### src/rtl/ds1302_pkg.sv
// Shared definitions for the DS1302 access scheduler: FSM state encoding,
// packed-time field offsets and the clock-halt bit position.
package ds1302_pkg;

    // FSM state encoding (3 bits)
    localparam int STATE_W = 3;
    localparam logic [STATE_W-1:0] ST_BOOT   = 3'd0;
    localparam logic [STATE_W-1:0] ST_CHK_RD = 3'd1;
    localparam logic [STATE_W-1:0] ST_CHK_WR = 3'd2;
    localparam logic [STATE_W-1:0] ST_IDLE   = 3'd3;
    localparam logic [STATE_W-1:0] ST_RD     = 3'd4;
    localparam logic [STATE_W-1:0] ST_WR     = 3'd5;

    typedef enum logic [STATE_W-1:0] {
        S_BOOT   = ST_BOOT,
        S_CHK_RD = ST_CHK_RD,
        S_CHK_WR = ST_CHK_WR,
        S_IDLE   = ST_IDLE,
        S_RD     = ST_RD,
        S_WR     = ST_WR
    } state_t;

    // Packed time word: {year,week,month,date,hour,minute,second}, one BCD byte each
    localparam int TIME_W    = 56;
    localparam int SEC_LSB   = 0;
    localparam int MIN_LSB   = 8;
    localparam int HOUR_LSB  = 16;
    localparam int DATE_LSB  = 24;
    localparam int MONTH_LSB = 32;
    localparam int WEEK_LSB  = 40;
    localparam int YEAR_LSB  = 48;

    // Clock-halt flag lives in the top bit of the seconds register
    localparam int CH_BIT = SEC_LSB + 7;

    // True while the start-up clock-halt check/repair is still running
    function automatic logic is_boot_phase(input state_t s);
        return (s == S_BOOT) || (s == S_CHK_RD) || (s == S_CHK_WR);
    endfunction

endpackage

### src/rtl/ds1302_access_sched_if.sv
// Bundle of the user-side and driver-side signals of the DS1302 access
// scheduler. The master modport is the scheduler itself (it issues the
// driver requests and publishes time); the slave modport is its
// environment (user logic plus the ds1302 serial driver).
interface ds1302_access_sched_if;
    import ds1302_pkg::*;

    // User set-time port
    logic              set_req;
    logic [TIME_W-1:0] set_time;
    logic              set_ready;
    logic              set_done;

    // Published time snapshot
    logic [TIME_W-1:0] time_bcd;
    logic              time_valid;

    // ds1302 driver handshake
    logic              drv_read_req;
    logic              drv_read_ack;
    logic              drv_write_req;
    logic              drv_write_ack;
    logic [TIME_W-1:0] drv_wdata;
    logic [TIME_W-1:0] drv_rdata;

    // Status / debug
    logic              err;
    state_t            state_dbg;

    modport master (
        input  set_req, set_time, drv_read_ack, drv_write_ack, drv_rdata,
        output set_ready, set_done, time_bcd, time_valid,
               drv_read_req, drv_write_req, drv_wdata, err, state_dbg
    );

    modport slave (
        output set_req, set_time, drv_read_ack, drv_write_ack, drv_rdata,
        input  set_ready, set_done, time_bcd, time_valid,
               drv_read_req, drv_write_req, drv_wdata, err, state_dbg
    );

endinterface

### src/rtl/ds1302_period_timer.sv
// Free-running cycle counter with synchronous clear and a one-cycle wrap
// pulse on the PERIOD-th enabled cycle. Used for the periodic-read interval
// and, when enabled, for the driver ack timeout.
module ds1302_period_timer #(
    parameter int unsigned PERIOD = 16
) (
    input  logic clk,
    input  logic rst,
    input  logic clr,
    input  logic en,
    output logic wrap
);

    localparam int unsigned CW = (PERIOD > 1) ? $clog2(PERIOD) : 1;
    localparam logic [CW-1:0] LAST = CW'(PERIOD - 1);

    logic [CW-1:0] cnt;

    // Wrap is reported on the cycle the counter sits at its last value while enabled
    assign wrap = en && !clr && (cnt == LAST);

    // Count enabled cycles, returning to zero after LAST; clear has priority
    always_ff @(posedge clk) begin
        if (rst || clr) begin
            cnt <= '0;
        end else if (en) begin
            cnt <= (cnt == LAST) ? '0 : cnt + CW'(1);
        end
    end

endmodule

### src/rtl/ds1302_access_sched.sv
// DS1302 access scheduler: owns the ds1302 driver read/write handshakes,
// performs the power-up clock-halt check and repair, issues periodic time
// reads, arbitrates user set-time requests against them and publishes a
// captured BCD time snapshot.
// Optional build macro: DS1302_SCHED_TIMEOUT_EN adds a driver ack timeout
// with a sticky err flag; without it err is tied low and acks are awaited
// indefinitely.
//
// Handshakes:
//   driver : a req rises on the edge the FSM enters a read/write state and
//            stays high until the one-cycle ack is sampled; on that edge the
//            req drops and the FSM leaves. drv_wdata is loaded on entry and
//            held until the ack. Read and write req are never high together.
//   user   : set_req is accepted on any edge where set_req && set_ready;
//            set_time is captured then, and set_done pulses for one cycle
//            once the matching driver write is acked.
module ds1302_access_sched
    import ds1302_pkg::*;
#(
    parameter int unsigned       READ_PERIOD = 50_000_000,
    parameter logic [TIME_W-1:0] DEF_TIME    = 56'h20_03_11_11_18_11_00,
    parameter int unsigned       TIMEOUT     = 1_000_000
) (
    input  logic                  clk,
    input  logic                  rst,
    ds1302_access_sched_if.master bus
);

    state_t            state;
    state_t            state_n;
    logic              pend;
    logic              pend_n;
    logic [TIME_W-1:0] pend_data;
    logic [TIME_W-1:0] pend_sel;
    logic              set_ready;
    logic              set_acc;
    logic              rd_ack;
    logic              wr_ack;
    logic              period_wrap;
    logic              timeout_hit;
    logic              tv_n;
    logic              done_n;
    logic              read_req;
    logic              write_req;
    logic [TIME_W-1:0] wdata_q;
    logic [TIME_W-1:0] time_q;
    logic              time_valid_q;
    logic              set_done_q;

    // Out-of-range parameters leave this marker block in the elaborated hierarchy
    if (READ_PERIOD < 16 || TIMEOUT < 2) begin : g_param_out_of_range
    end

    // Requests are a pure function of the registered state, so they rise on
    // state entry and drop on the edge that leaves the state.
    assign read_req  = (state == S_CHK_RD) || (state == S_RD);
    assign write_req = (state == S_CHK_WR) || (state == S_WR);

    // Acks only count while the matching request is outstanding
    assign rd_ack = bus.drv_read_ack  && read_req;
    assign wr_ack = bus.drv_write_ack && write_req;

    // One set-time request may be buffered, and none during the boot check
    assign set_ready = !pend && !is_boot_phase(state);
    assign set_acc   = bus.set_req && set_ready;

    // A request accepted this very cycle is already the one to write
    assign pend_sel = set_acc ? bus.set_time : pend_data;

    ds1302_period_timer #(
        .PERIOD (READ_PERIOD)
    ) u_period (
        .clk  (clk),
        .rst  (rst),
        .clr  (rd_ack && (state == S_RD)),
        .en   (state == S_IDLE),
        .wrap (period_wrap)
    );

`ifdef DS1302_SCHED_TIMEOUT_EN
    logic req_active;
    logic err_q;

    assign req_active = read_req || write_req;

    ds1302_period_timer #(
        .PERIOD (TIMEOUT)
    ) u_timeout (
        .clk  (clk),
        .rst  (rst),
        .clr  (!req_active || rd_ack || wr_ack),
        .en   (req_active),
        .wrap (timeout_hit)
    );

    // Sticky timeout flag, cleared only by reset
    always_ff @(posedge clk) begin
        if (rst) begin
            err_q <= 1'b0;
        end else if (timeout_hit) begin
            err_q <= 1'b1;
        end
    end

    assign bus.err = err_q;
`else
    assign timeout_hit = 1'b0;
    assign bus.err     = 1'b0;
`endif

    // Next-state, pending-write and pulse decode
    always_comb begin
        state_n = state;
        pend_n  = pend;
        tv_n    = 1'b0;
        done_n  = 1'b0;
        if (set_acc) begin
            pend_n = 1'b1;
        end
        case (state)
            S_BOOT: begin
                state_n = S_CHK_RD;
            end
            S_CHK_RD: begin
                if (rd_ack) begin
                    if (bus.drv_rdata[CH_BIT]) begin
                        state_n = S_CHK_WR;
                    end else begin
                        state_n = S_IDLE;
                        tv_n    = 1'b1;
                    end
                end
            end
            S_CHK_WR: begin
                // After repairing CH, re-read so the snapshot reflects the chip
                if (wr_ack) begin
                    state_n = S_RD;
                end
            end
            S_IDLE: begin
                // A waiting write beats a read that falls due on the same cycle
                if (pend || set_acc) begin
                    state_n = S_WR;
                end else if (period_wrap) begin
                    state_n = S_RD;
                end
            end
            S_RD: begin
                if (rd_ack) begin
                    state_n = S_IDLE;
                    tv_n    = 1'b1;
                end
            end
            S_WR: begin
                if (wr_ack) begin
                    state_n = S_RD;
                    done_n  = 1'b1;
                    pend_n  = 1'b0;
                end
            end
            default: begin
                state_n = S_BOOT;
            end
        endcase
        // An abandoned transaction also abandons any buffered user write
        if (timeout_hit) begin
            state_n = S_IDLE;
            pend_n  = 1'b0;
            tv_n    = 1'b0;
            done_n  = 1'b0;
        end
    end

    // State register and the single-entry set-time buffer
    always_ff @(posedge clk) begin
        if (rst) begin
            state     <= S_BOOT;
            pend      <= 1'b0;
            pend_data <= '0;
        end else begin
            state <= state_n;
            pend  <= pend_n;
            if (set_acc) begin
                pend_data <= bus.set_time;
            end
        end
    end

    // Registered outputs: write data loaded on entry to a write state,
    // snapshot and pulses updated on the acking edge
    always_ff @(posedge clk) begin
        if (rst) begin
            wdata_q      <= '0;
            time_q       <= '0;
            time_valid_q <= 1'b0;
            set_done_q   <= 1'b0;
        end else begin
            time_valid_q <= tv_n;
            set_done_q   <= done_n;
            if (tv_n) begin
                time_q <= bus.drv_rdata;
            end
            if (state_n == S_CHK_WR && state != S_CHK_WR) begin
                wdata_q <= DEF_TIME;
            end else if (state_n == S_WR && state != S_WR) begin
                wdata_q <= pend_sel;
            end
        end
    end

    assign bus.drv_read_req  = read_req;
    assign bus.drv_write_req = write_req;
    assign bus.drv_wdata     = wdata_q;
    assign bus.time_bcd      = time_q;
    assign bus.time_valid    = time_valid_q;
    assign bus.set_done      = set_done_q;
    assign bus.set_ready     = set_ready;
    assign bus.state_dbg     = state;

endmodule

### src/flat_wrapper.sv
// flat-port wrapper written by rule: the top's interface ports become plain ports
module ds1302_access_sched_flat import ds1302_pkg::*;
#(
    parameter int unsigned       READ_PERIOD = 50_000_000,
    parameter logic [TIME_W-1:0] DEF_TIME    = 56'h20_03_11_11_18_11_00,
    parameter int unsigned       TIMEOUT     = 1_000_000
)
  (clk, rst, bus_set_req, bus_set_time, bus_drv_read_ack, bus_drv_write_ack, bus_drv_rdata, bus_set_ready, bus_set_done, bus_time_bcd, bus_time_valid, bus_drv_read_req, bus_drv_write_req, bus_drv_wdata, bus_err, bus_state_dbg);
  ds1302_access_sched_if bus_i ();
  input  logic clk;
  input  logic rst;
  input wire logic [$bits(bus_i.set_req)-1:0] bus_set_req;
  input wire logic [$bits(bus_i.set_time)-1:0] bus_set_time;
  input wire logic [$bits(bus_i.drv_read_ack)-1:0] bus_drv_read_ack;
  input wire logic [$bits(bus_i.drv_write_ack)-1:0] bus_drv_write_ack;
  input wire logic [$bits(bus_i.drv_rdata)-1:0] bus_drv_rdata;
  output wire logic [$bits(bus_i.set_ready)-1:0] bus_set_ready;
  output wire logic [$bits(bus_i.set_done)-1:0] bus_set_done;
  output wire logic [$bits(bus_i.time_bcd)-1:0] bus_time_bcd;
  output wire logic [$bits(bus_i.time_valid)-1:0] bus_time_valid;
  output wire logic [$bits(bus_i.drv_read_req)-1:0] bus_drv_read_req;
  output wire logic [$bits(bus_i.drv_write_req)-1:0] bus_drv_write_req;
  output wire logic [$bits(bus_i.drv_wdata)-1:0] bus_drv_wdata;
  output wire logic [$bits(bus_i.err)-1:0] bus_err;
  output wire logic [$bits(bus_i.state_dbg)-1:0] bus_state_dbg;
  assign bus_i.set_req = bus_set_req;
  assign bus_i.set_time = bus_set_time;
  assign bus_i.drv_read_ack = bus_drv_read_ack;
  assign bus_i.drv_write_ack = bus_drv_write_ack;
  assign bus_i.drv_rdata = bus_drv_rdata;
  assign bus_set_ready = bus_i.set_ready;
  assign bus_set_done = bus_i.set_done;
  assign bus_time_bcd = bus_i.time_bcd;
  assign bus_time_valid = bus_i.time_valid;
  assign bus_drv_read_req = bus_i.drv_read_req;
  assign bus_drv_write_req = bus_i.drv_write_req;
  assign bus_drv_wdata = bus_i.drv_wdata;
  assign bus_err = bus_i.err;
  assign bus_state_dbg = bus_i.state_dbg;
  ds1302_access_sched #(.READ_PERIOD(READ_PERIOD), .DEF_TIME(DEF_TIME), .TIMEOUT(TIMEOUT)) u_core (.clk(clk), .rst(rst), .bus(bus_i));
endmodule
### config.mk
export PLATFORM = sky130hd
export DESIGN_NAME = ds1302_access_sched_flat
export DESIGN_NICKNAME = d
export VERILOG_FILES = /design/src/rtl/ds1302_pkg.sv /design/src/rtl/ds1302_access_sched_if.sv /design/src/rtl/ds1302_period_timer.sv /design/src/rtl/ds1302_access_sched.sv /design/src/flat_wrapper.sv
export SDC_FILE = /design/constraint.sdc
export NUM_CORES = 1
export LEC_CHECK = 0
export CAP_MARGIN = 20
export CORE_UTILIZATION = 47
export CTS_BUF_LIST = sky130_fd_sc_hd__clkbuf_8
export CTS_CLUSTER_DIAMETER = 150
export DETAILED_ROUTE_END_ITERATION = 6
export GPL_TIMING_DRIVEN = 0
export PLACE_DENSITY = 0.81
export SLEW_MARGIN = 30
export SYNTH_ARGS = -nofsm -noshare
export SYNTH_HDL_FRONTEND = slang
export SYNTH_SLANG_ARGS = --single-unit
### constraint.sdc
create_clock -name clk -period 2.5 [get_ports clk]
set_clock_uncertainty 0.15 [all_clocks]
set_input_delay 0.5 -clock clk [delete_from_list [all_inputs] [get_ports clk]]
set_output_delay 0.5 -clock clk [all_outputs]
set_load 0.01 [all_outputs]
; ---- Yosys cells after proc, flatten, opt, wreduce, memory -nomap -nowiden
; Cells that the tools add are included.
[op_classes]
bitwise_logic = 1
n_lt_le_gt_ge = 0
n_eq_ne = 10
n_mul = 0
div = 0
shifts = 0
reduce_logical = 23
n_mux = 19
addsub = 1
[op_table]
columns = op, count
row1 = 2-to-1 mux 54 bit, 2
row2 = 2-to-1 mux 56 bit, 1
row3 = "adder 26 x 1 -> 26 bit, second input constant", 1
row4 = "equality test 26 bit, second input constant", 1
row5 = 2-to-1 mux 26 bit, 1
row6 = 2-to-1 mux 3 bit, 5
row7 = one-hot mux 3 bit (5 select lines), 1
row8 = "equality test 3 x 2 -> 1 bit, second input constant", 3
row9 = "equality test 3 bit, second input constant", 3
row10 = logical AND 1 bit, 9
row11 = 2-to-1 mux 1 bit, 8
row12 = logical OR 1 bit, 6
row13 = OR reduction 2 bit, 3
row14 = "equality test 3 x 1 -> 1 bit, second input constant", 1
row15 = zero test 1 bit, 3
row16 = zero test 3 bit, 1
row17 = "!= test 3 x 2 -> 1 bit, second input constant", 1
row18 = "!= test 3 bit, second input constant", 1
row19 = one-hot mux 1 bit (2 select lines), 1
row20 = nonzero test 2 bit, 1
row21 = NOT 1 bit, 1
[totals]
reg_bits = 200
output_inout_bits = 121
latch_bits = 0
in_bits = 117
mem_bits_ro = 0
mem_bits_rw = 0
mem_count = 0

; ---- Longest topological paths before layout
; Gate-level depths: netlist of run 1.
[logic_depth]
ltp_word = 14
mapped_depth = 8
ltp_nobuf = 6

; ---- Cells and area by module
; Synthesis of run 1 repeated with hierarchy kept, for this count alone.
[unflattened]
hier_cells = 860
area_unflattened_um2 = 7455.9
[modules_own_cells]
columns = module, area_each_um2, seq_area_each_um2, cells_per_inst, instances
row1 = ds1302_access_sched, 6211.0, 3483.3, 714, 1
row2 = ds1302_period_timer, 1244.9, 520.5, 146, 1

; ---- Worst setup path after synthesis of run 1
; Ideal clock, no wire load.
[synth_timing]
kind = flip-flop to flip-flop
startpoint = register u_core.state[0], in the netlist u_core.bus.state_dbg[0]
endpoint = register u_core.wdata_q[43], in the netlist u_core.bus.drv_wdata[43]
path_buffers = 3
arrival_ns = 1.610
setup_slack_ns = 0.607
stages_incl_launch_ff = 8
synth_period_minus_slack_ns = 1.893
path_cell_list = dfxtp_1 > buf_4 > a21oi_1 > nor3b_2 > buf_4 > buf_4 > mux2i_1 > a21oi_1
[synth_via]
elab_chain_cells = 13
word_cells_on_any_way = 35
cone_classes = eq/ne: 9 / mux: 7 / reduce/logical: 19
[synth_rtl]
columns = item, line
row1 = "start, declared", ds1302_access_sched.sv:29  ; state_t state;
row2 = "start signal, assigned", ds1302_access_sched.sv:181  ; state <= state_n;
row3 = equality test 3 x 1 -> 1 bit / equality test 3 bit (equally long branches), n/a
row4 = logical OR 1 bit, ds1302_access_sched.sv:56  ; assign read_req = (state == S_CHK_RD) || (state == S_RD);
row5 = logical AND 1 bit, ds1302_access_sched.sv:60  ; assign rd_ack = bus.drv_read_ack && read_req;
row6 = logical AND 1 bit, ds1302_access_sched.sv:75  ; .clr (rd_ack && (state == S_RD)),
row7 = zero test 1 bit, ds1302_period_timer.sv:20  ; assign wrap = en && !clr && (cnt == LAST);
row8 = logical AND 1 bit (2 in a row), ds1302_period_timer.sv:20
row9 = 2-to-1 mux 3 bit, ds1302_access_sched.sv:144  ; end else if (period_wrap) begin
row10 = 2-to-1 mux 3 bit, ds1302_access_sched.sv:142  ; if (pend || set_acc) begin
row11 = one-hot mux 3 bit (5 select lines), ds1302_access_sched.sv:120  ; case (state)
row12 = equality test 3 x 2 -> 1 bit, ds1302_access_sched.sv:203  ; if (state_n == S_CHK_WR && state != S_CHK_WR) begin
row13 = logical AND 1 bit, ds1302_access_sched.sv:203
row14 = OR reduction 2 bit (no source line), n/a
row15 = "end signal, assigned", ds1302_access_sched.sv:206  ; wdata_q <= pend_sel;
row16 = "end, declared", ds1302_access_sched.sv:45  ; logic [TIME_W-1:0] wdata_q;
; Parallel ways exist; a longest one is shown, timed or not.
; A chain may end at the register's enable or synchronous reset.

; ---- Final worst setup path of run 1
[layout_timing]
startpoint = register u_core.state[2], in the netlist u_core.bus.state_dbg[2]
endpoint = register u_core.wdata_q[52], in the netlist u_core.bus.drv_wdata[52]
; The elaborated chain is that of the path after synthesis.

==> key figures, run 1 <==
Finish
  • Antenna diodes: 0
  • Fraction of layout cells with a size suffix above 1: 5.85%
  • Fillers: 1,209
  • Post-route insts no fill: 1,265
  • Sequential Area: 4010 sq um
  • Final #Nets: 1,183
  • Multi-input combinational cell area: 3000 sq um
  • Area Growth Syn to Fin: 42.5%
  • Finished layout cell area: 10,400 sq um

Synthesis
  • Register area share after synthesis: 54.9%
  • Syn_nets: 928
  • Top cell type by total area after synthesis: dfxtp_1
  • Synth unique cells: 45
  • Gate Count Post-Synth: 810
  • Number of synthesized flops with an enable pin: 0
  • Mean Syn Cell Area: 9.00 sq um
  • Yosys reg bits: 200
  • Async S/R FF share, synth: 0%
  • Ys Warns: 0
  • Area contributors post-synth: dfxtp_1 (55%), mux2i_1 (7.7%), a21oi_1 (7.5%), nand2_1 (6.5%), nor2_1 (4.9%)
  • Cell Area, Synth: 7290 sq um
  • Area fraction of the dominant cell type after synthesis: 54.9%
  • Synth Flop Type: dfxtp_1

Worst setup path
  • Max stage delay cell, worst path: buf_1
  • CP Launch Type: flip-flop
  • CP Capture Type: flip-flop
  • Cell Chain, Critical Path: buf_4 -> nand3b_4 -> nor2_1 -> buf_2 -> buf_1 -> o21ai_0 -> a21oi_1
  • Worst path bufs/invs: 3
  • Crit path DAT: 2.58 ns
  • Crit path max fanout: 10
  • Data required, critical path: 2.75 ns
  • CP peak stage delay: 0.42 ns
  • Largest delay share family, worst path: buffers and inverters
  • Setup CP Type: reg2reg

Detailed routing
  • Avg Vias per Cell: 5.15
  • DR DRC count: 0
  • 1st-pass router iterations: 6
  • Via count: 6,515
  • Routed Antenna Nets: 0
  • Final WL: 19,600 um
  • Iter 0 DRT Violations: 250
  • WL/cell: 15.5 um

STA
  • FMAX: 430 MHz
  • Min cycle time layout: 2.32 ns
  • Hold WS: 0.308 ns
  • Fin crit share: 93.0%
  • Final setup fails: 0
  • Slew @ Worst Pin: 0.965 ns
  • Slew Limit Fails: 0
  • Relative slew slack: 35.1%
  • RSZ-0062 raised after global routing: false
  • Setup TNS: 0 ns
  • Final setup margin: 0.175 ns
  • Final Hold Vio Count: 0

Floorplan
  • Initial Util: 48.1%
  • Total die area: 16,000 sq um
  • Num ports: 238
  • Die X: 127 um
  • Die Ht: 127 um
  • # rows: 45
  • Core area: 15,100 sq um

Clock network
  • Root buf cell: clkbuf_8
  • Hold-fix buffers, CTS: 0
  • H-tree depth: 4
  • CTS tree: done
  • CTS Buf Count: 17
  • Clock latency on the worst-skew pair: 0.48 ns
  • Reg clk slew, reported paths: 0.10 ns
  • TritonCTS Sinks: 200
  • Maximum clock path buffer count: 2

Place
  • Pre-CTS setup slack: -0.463 ns
  • Dpl cell area: 9880 sq um
  • IO Port Bufs: 235
  • Gpl congestion: 0.863
  • Placed cell count: 1,233
  • HPWL Detailed: 14,200 um

GRT
  • Antenna violations before repair: 0
  • Global-route wire length before repair: 31,200 um
  • Number of global-route vias before repair: 6,337
  • Largest net degree at the start of global routing: 19
  • GRT overflow: 0
  • GRT Total Usage: 24.8%

Min path
  • Min-Delay Path Class: reg2reg

Run
  • Max Cap Viol: 0

Run status
  • Outcome: completed

Power
  • Worst VDD drop: 0.383 mV
  • Cell leakage power: 3.73 nW
  • Power Dens Cells: 639 nW/um^2
## report_power, final
part / internal (mW) / leakage [nW] / switching [mW]
Sequential: 3.31 / 1.62 / 0.0582
Combinational: 0.456 / 1.88 / 0.407
Clock: 1.22 / 0.233 / 1.20
## sequential cells by signal, summed over array words and instances, names as in the netlist
| register | flops |
|---|---|
| u_core.bus.drv_wdata | 56 |
| u_core.u_period.cnt | 26 |
| u_core.pend | 1 |
| u_core.bus.time_valid | 1 |
| u_core.pend_data | 56 |
| u_core.bus.state_dbg | 3 |
| u_core.bus.time_bcd | 56 |
| u_core.bus.set_done | 1 |
## path summary, 6_finish.rpt
kind / startpoint / end / slack [ns] / depth (start not counted)
max: u_core.bus.state_dbg[2] / u_core.bus.drv_wdata[52] / 0.18 / 7
min: u_core.bus.time_bcd[49] / u_core.bus.time_bcd[49] / 0.31 / 2
max reg2reg: u_core.bus.state_dbg[2] / u_core.bus.drv_wdata[52] / 0.18 / 7
min reg2reg: u_core.bus.time_bcd[49] / u_core.bus.time_bcd[49] / 0.31 / 2
## per-layer routing
| metal | vias to the layer above | wire length [um] | track usage [%] |
|---|---|---|---|
| li1 | 3256 | - | - |
| met1 | 3001 | 8220 | 27.8 |
| met2 | 223 | 9290 | 42.4 |
| met3 | 35 | 1630 | 8.81 |
| met4 | 0 | 474 | 11.3 |
| met5 | - | 0 | 0 |
## per-stage QoR
step                utilization (%)  power [mW]
floorplan                         -        3.81
global placement               65.2        4.28
detailed placement             65.2        4.29
CTS                            68.5        6.68
global route                   68.6        6.88
finish                         68.6        6.64
## cells in the mapped netlist, types with 5 or more instances
| cell type | count |
|---|---|
| a21oi_1 | 109 |
| a221oi_1 | 11 |
| a31oi_1 | 5 |
| and4_1 | 6 |
| buf_1 | 7 |
| buf_2 | 13 |
| buf_4 | 7 |
| clkbuf_1 | 29 |
| dfxtp_1 | 200 |
| inv_1 | 15 |
| mux2i_1 | 56 |
| nand2_1 | 127 |
| nand3_1 | 9 |
| nand4_1 | 8 |
| nor2_1 | 96 |
| nor3_1 | 5 |
| o21ai_0 | 49 |
| xnor2_1 | 9 |
| xor2_1 | 12 |
## tightest hold or removal path: cells and delay by family (launching register included)
| kind | cells | cell delay (ns) |
|---|---|---|
| AO/OA/AOI/OAI | 1 | 0.05 |
| flip-flops | 1 | 0.32 |
| AND/OR/NAND/NOR | 1 | 0.05 |
## cell families after synthesis
family | share of synthesized area, %
xor gates and xnor gates | 2.52
and+or+nand+nor | 16.8
other | 0.0514
DFF | 54.9
adders and majority gates | 0.172
AOI/OAI and AO/OA | 13.6
muxes | 7.69
buffers and inverters | 4.24
## placed cells by master, fill, tap and decap left out, types with 4 or more instances in the layout
| cell | count |
|---|---|
| and3_1 | 4 |
| bufinv_16 | 5 |
| a221oi_1 | 11 |
| clkbuf_1 | 28 |
| xor2_1 | 12 |
| buf_4 | 7 |
| buf_1 | 7 |
| mux2i_1 | 56 |
| nand3_1 | 9 |
| nor2_1 | 96 |
| inv_1 | 15 |
| a31oi_1 | 4 |
| buf_2 | 13 |
| nand2_1 | 127 |
| clkbuf_8 | 17 |
| nand4_1 | 8 |
| dfxtp_1 | 199 |
| and4_1 | 6 |
| o21ai_0 | 49 |
| clkdlybuf4s50_1 | 232 |
| a21oi_1 | 109 |
| nor3_1 | 5 |
| xnor2_1 | 9 |
## what timing repair did
item                                    CTS  global route
endpoints found under the setup margin    2             2
resized for setup                        10             2
setup buffers                             1             0
hold endpoints to repair                  0             0
## final cells by class
type	instances	share of cell area, %
Buffer	56	2.50
Clock buffer	17	2.25
Clock inverter	14	2.26
Inverter	15	0.542
Multi-Input combinational cell	539	28.9
Sequential cell	200	38.6
Tap cell	188	2.26
Timing Repair Buffer	236	22.7
Power figures use the tool's default switching activity.
==> inputs of run 2 (changes only) <==
--- a/config.mk
+++ b/config.mk
@@ -6,6 +6,7 @@
 export NUM_CORES = 1
 export LEC_CHECK = 0
 export CAP_MARGIN = 20
+export CORE_MARGIN = 4
 export CORE_UTILIZATION = 47
 export CTS_BUF_LIST = sky130_fd_sc_hd__clkbuf_8
 export CTS_CLUSTER_DIAMETER = 150
==> key figures, run 2 (same netlist as run 1, synthesis figures left out) <==
Clock network
  • Hold-fix buffers, CTS: 0 (unchanged)
  • H-tree depth: 4 (unchanged)
  • Root buf cell: clkbuf_8
  • TritonCTS Sinks: 200 (unchanged)
  • Clock latency on the worst-skew pair: 0.46 ns (-0.02 ns)
  • CTS tree: done
  • Maximum clock path buffer count: 2 (unchanged)
  • CTS Buf Count: 17 (unchanged)
  • Reg clk slew, reported paths: 0.11 ns (about the same)

GRT
  • Global-route wire length before repair: 32,300 um (+3.5%)
  • GRT Total Usage: 22.8% (-2.0 points)
  • GRT overflow: 0 (unchanged)
  • Largest net degree at the start of global routing: 19 (unchanged)
  • Number of global-route vias before repair: 6,370 (+0.52%)
  • Antenna violations before repair: 0 (unchanged)

Worst setup path
  • CP Capture Type: output port
  • Setup CP Type: reg2out
  • R2r endpoint: u_core.bus.drv_wdata[40]
  • Crit path DAT: 1.71 ns (-0.87 ns)
  • FF-to-FF path depth: 6 (-1)
  • Flop-to-flop setup slack: 0.24 ns (+0.06 ns)
  • Worst Setup SP: u_core.bus.state_dbg[2]
  • Data required, critical path: 1.85 ns (-0.90 ns)
  • Worst r2r src: u_core.bus.state_dbg[2]
  • CP Launch Type: flip-flop
  • Crit path max fanout: 10 (unchanged)

Floorplan
  • Total die area: 17,600 sq um (+9.7%)
  • Die X: 133 um (+4.7%)
  • Initial Util: 48.0% (-0.18 points)
  • Core area: 15,200 sq um (+0.37%)
  • Die Ht: 133 um (+4.7%)
  • # rows: 45 (unchanged)
  • Num ports: 238 (unchanged)

Detailed routing
  • Avg Vias per Cell: 5.13 (-0.34%)
  • Via count: 6,498 (-0.26%)
  • 1st-pass router iterations: 5 (-1)
  • Final WL: 20,300 um (+3.6%)
  • Iter 0 DRT Violations: 288 (+15%)
  • Routed Antenna Nets: 0 (unchanged)
  • WL/cell: 16.0 um (+3.5%)
  • DR DRC count: 0 (unchanged)

Power
  • Clock share of power: 33.7% (-2.6 points)
  • Cell leakage power: 3.69 nW (-1.1%)
  • Power Dens Cells: 618 nW/um^2 (-3.3%)
  • Worst VDD drop: 0.396 mV (+3.6%)
  • Psw: 1.65 mW (-0.67%)
  • Combinational share of power: 13.6% (+0.6 points)
  • Sw Share: 25.8% (+0.81 points)
  • P_int: 4.74 mW (-4.8%)
  • Sequential Power Share: 52.7% (+2.0 points)

Place
  • Gpl congestion: 0.921 (+6.7%)
  • Pre-CTS setup slack: -0.434 ns (+0.0283 ns)
  • HPWL Detailed: 15,000 um (+5.5%)
  • Placed cell count: 1,233 (unchanged)
  • IO Port Bufs: 235 (unchanged)

Run status
  • Outcome: completed

Finish
  • Final #Nets: 1,183 (unchanged)
  • Antenna diodes: 0 (unchanged)
  • Most frequent cells in the layout: clkdlybuf4s50_1 (232), dfxtp_1 (199), nand2_1 (127)
  • Post-Route Utilization: 68.0% (-0.60 points)
  • Fraction of layout cells with a size suffix above 1: 6.03% (+0.18 points)
  • Commonest non-fill, non-tap cell in the layout: clkdlybuf4s50_1
  • Post-route insts no fill: 1,266 (+0.079%)
  • Area Growth Syn to Fin: 41.8%

STA
  • Final Hold Vio Count: 0 (unchanged)
  • FMAX: 424 MHz (-1.3%)
  • Slew @ Worst Pin: 0.903 ns (-0.0612 ns)
  • Min cycle time layout: 2.36 ns (+0.0318 ns)
  • Slew Limit Fails: 0 (unchanged)
  • Setup TNS: 0 ns (unchanged)
  • Fin crit share: 94.3% (+1.3 points)
  • Relative slew slack: 39.2% (+4.1 points)
  • RSZ-0062 raised after global routing: false
  • Final setup fails: 0 (unchanged)
  • Final setup margin: 0.144 ns (-0.0318 ns)

Min path
  • Min-Delay Path Class: reg2reg
  • Hold Path Stages: 2 (unchanged)
  • Hold Crit Start: u_core.bus.time_bcd[0]
  • Worst hold endpoint: u_core.bus.time_bcd[0]

Run
  • Max Cap Viol: 0 (unchanged)
## run 2: cell types whose count changed in the layout (fill, tap and decap cells not counted), sizes merged
cell	previous run	this run
dlymetal6s2s	2	0
buf	28	27
clkbuf	46	49
bufinv	5	2
clkdlybuf4s15	0	1
dlygate4sd2	1	2
inv	21	22
clkinv	2	3
## run 2: area by class of cell
type                            instances  area, sq um
Buffer                                 56          262
Fill cell                            1221         4860
Clock buffer                           19          262
Clock inverter                         13          160
Inverter                               15         56.3
Sequential cell                       200         4010
Multi-Input combinational cell        539         3000
Tap cell                              188          235
Timing Repair Buffer                  236         2360
## run 2: worst max-delay path by stage
| stage | cells after the start | end | slack (ns) |
|---|---|---|---|
| floorplan | 7 | u_core.bus.drv_wdata[43] | 0.61 |
| global placement | 7 | u_core.bus.drv_wdata[9] | -0.38 |
| detailed placement | 7 | u_core.bus.drv_wdata[27] | -0.43 |
| CTS | 5 | bus_drv_read_req | 0.01 |
| global route | 6 | u_core.bus.drv_wdata[40] | 0.02 |
| finish | 5 | bus_drv_read_req | 0.14 |
## run 2: critical path, stage by stage (launching register included)
cell and delay [ns]:
dfxtp_1 0.38, buf_4 0.20, nor2b_4 0.18, nor2_1 0.08, nor2_2 0.13, clkdlybuf4s15_1 0.28
## run 2: power groups by stage
stage / combinational [mW] / sequential, mW / clock, mW
after floorplan: 0.339 / 3.47 / 0
after global placement: 0.857 / 3.43 / 0
after detailed placement: 0.864 / 3.44 / 0
after CTS: 0.870 / 3.37 / 2.20
after global routing: 0.947 / 3.38 / 2.31
final: 0.869 / 3.37 / 2.16
## run 2: metrics by stage
step | hold slack [ns] | instance area, sq um | power [mW]
CTS | 0.310 | 10300 | 6.43
floorplan | 0.304 | 7290 | 3.81
global placement | 0.291 | 9880 | 4.29
global route | 0.323 | 10300 | 6.64
detailed placement | 0.297 | 9880 | 4.30
finish | 0.306 | 10300 | 6.39
## run 2: metal layers
metal | GRT usage [%] | wire length (um) | up-vias
li1 | - | - | 3253
met1 | 26.6 | 8350 | 2992
met2 | 37.9 | 9610 | 227
met3 | 9.43 | 1950 | 26
met4 | 8.03 | 397 | 0
met5 | 0 | 0 | -
## run 2: what timing repair did
| item | CTS | global route |
|---|---|---|
| cloned | 0 | 0 |
| resized for setup | 11 | 5 |
| setup endpoints to repair | 2 | 41 |
| buffers inserted | 0 | 1 |
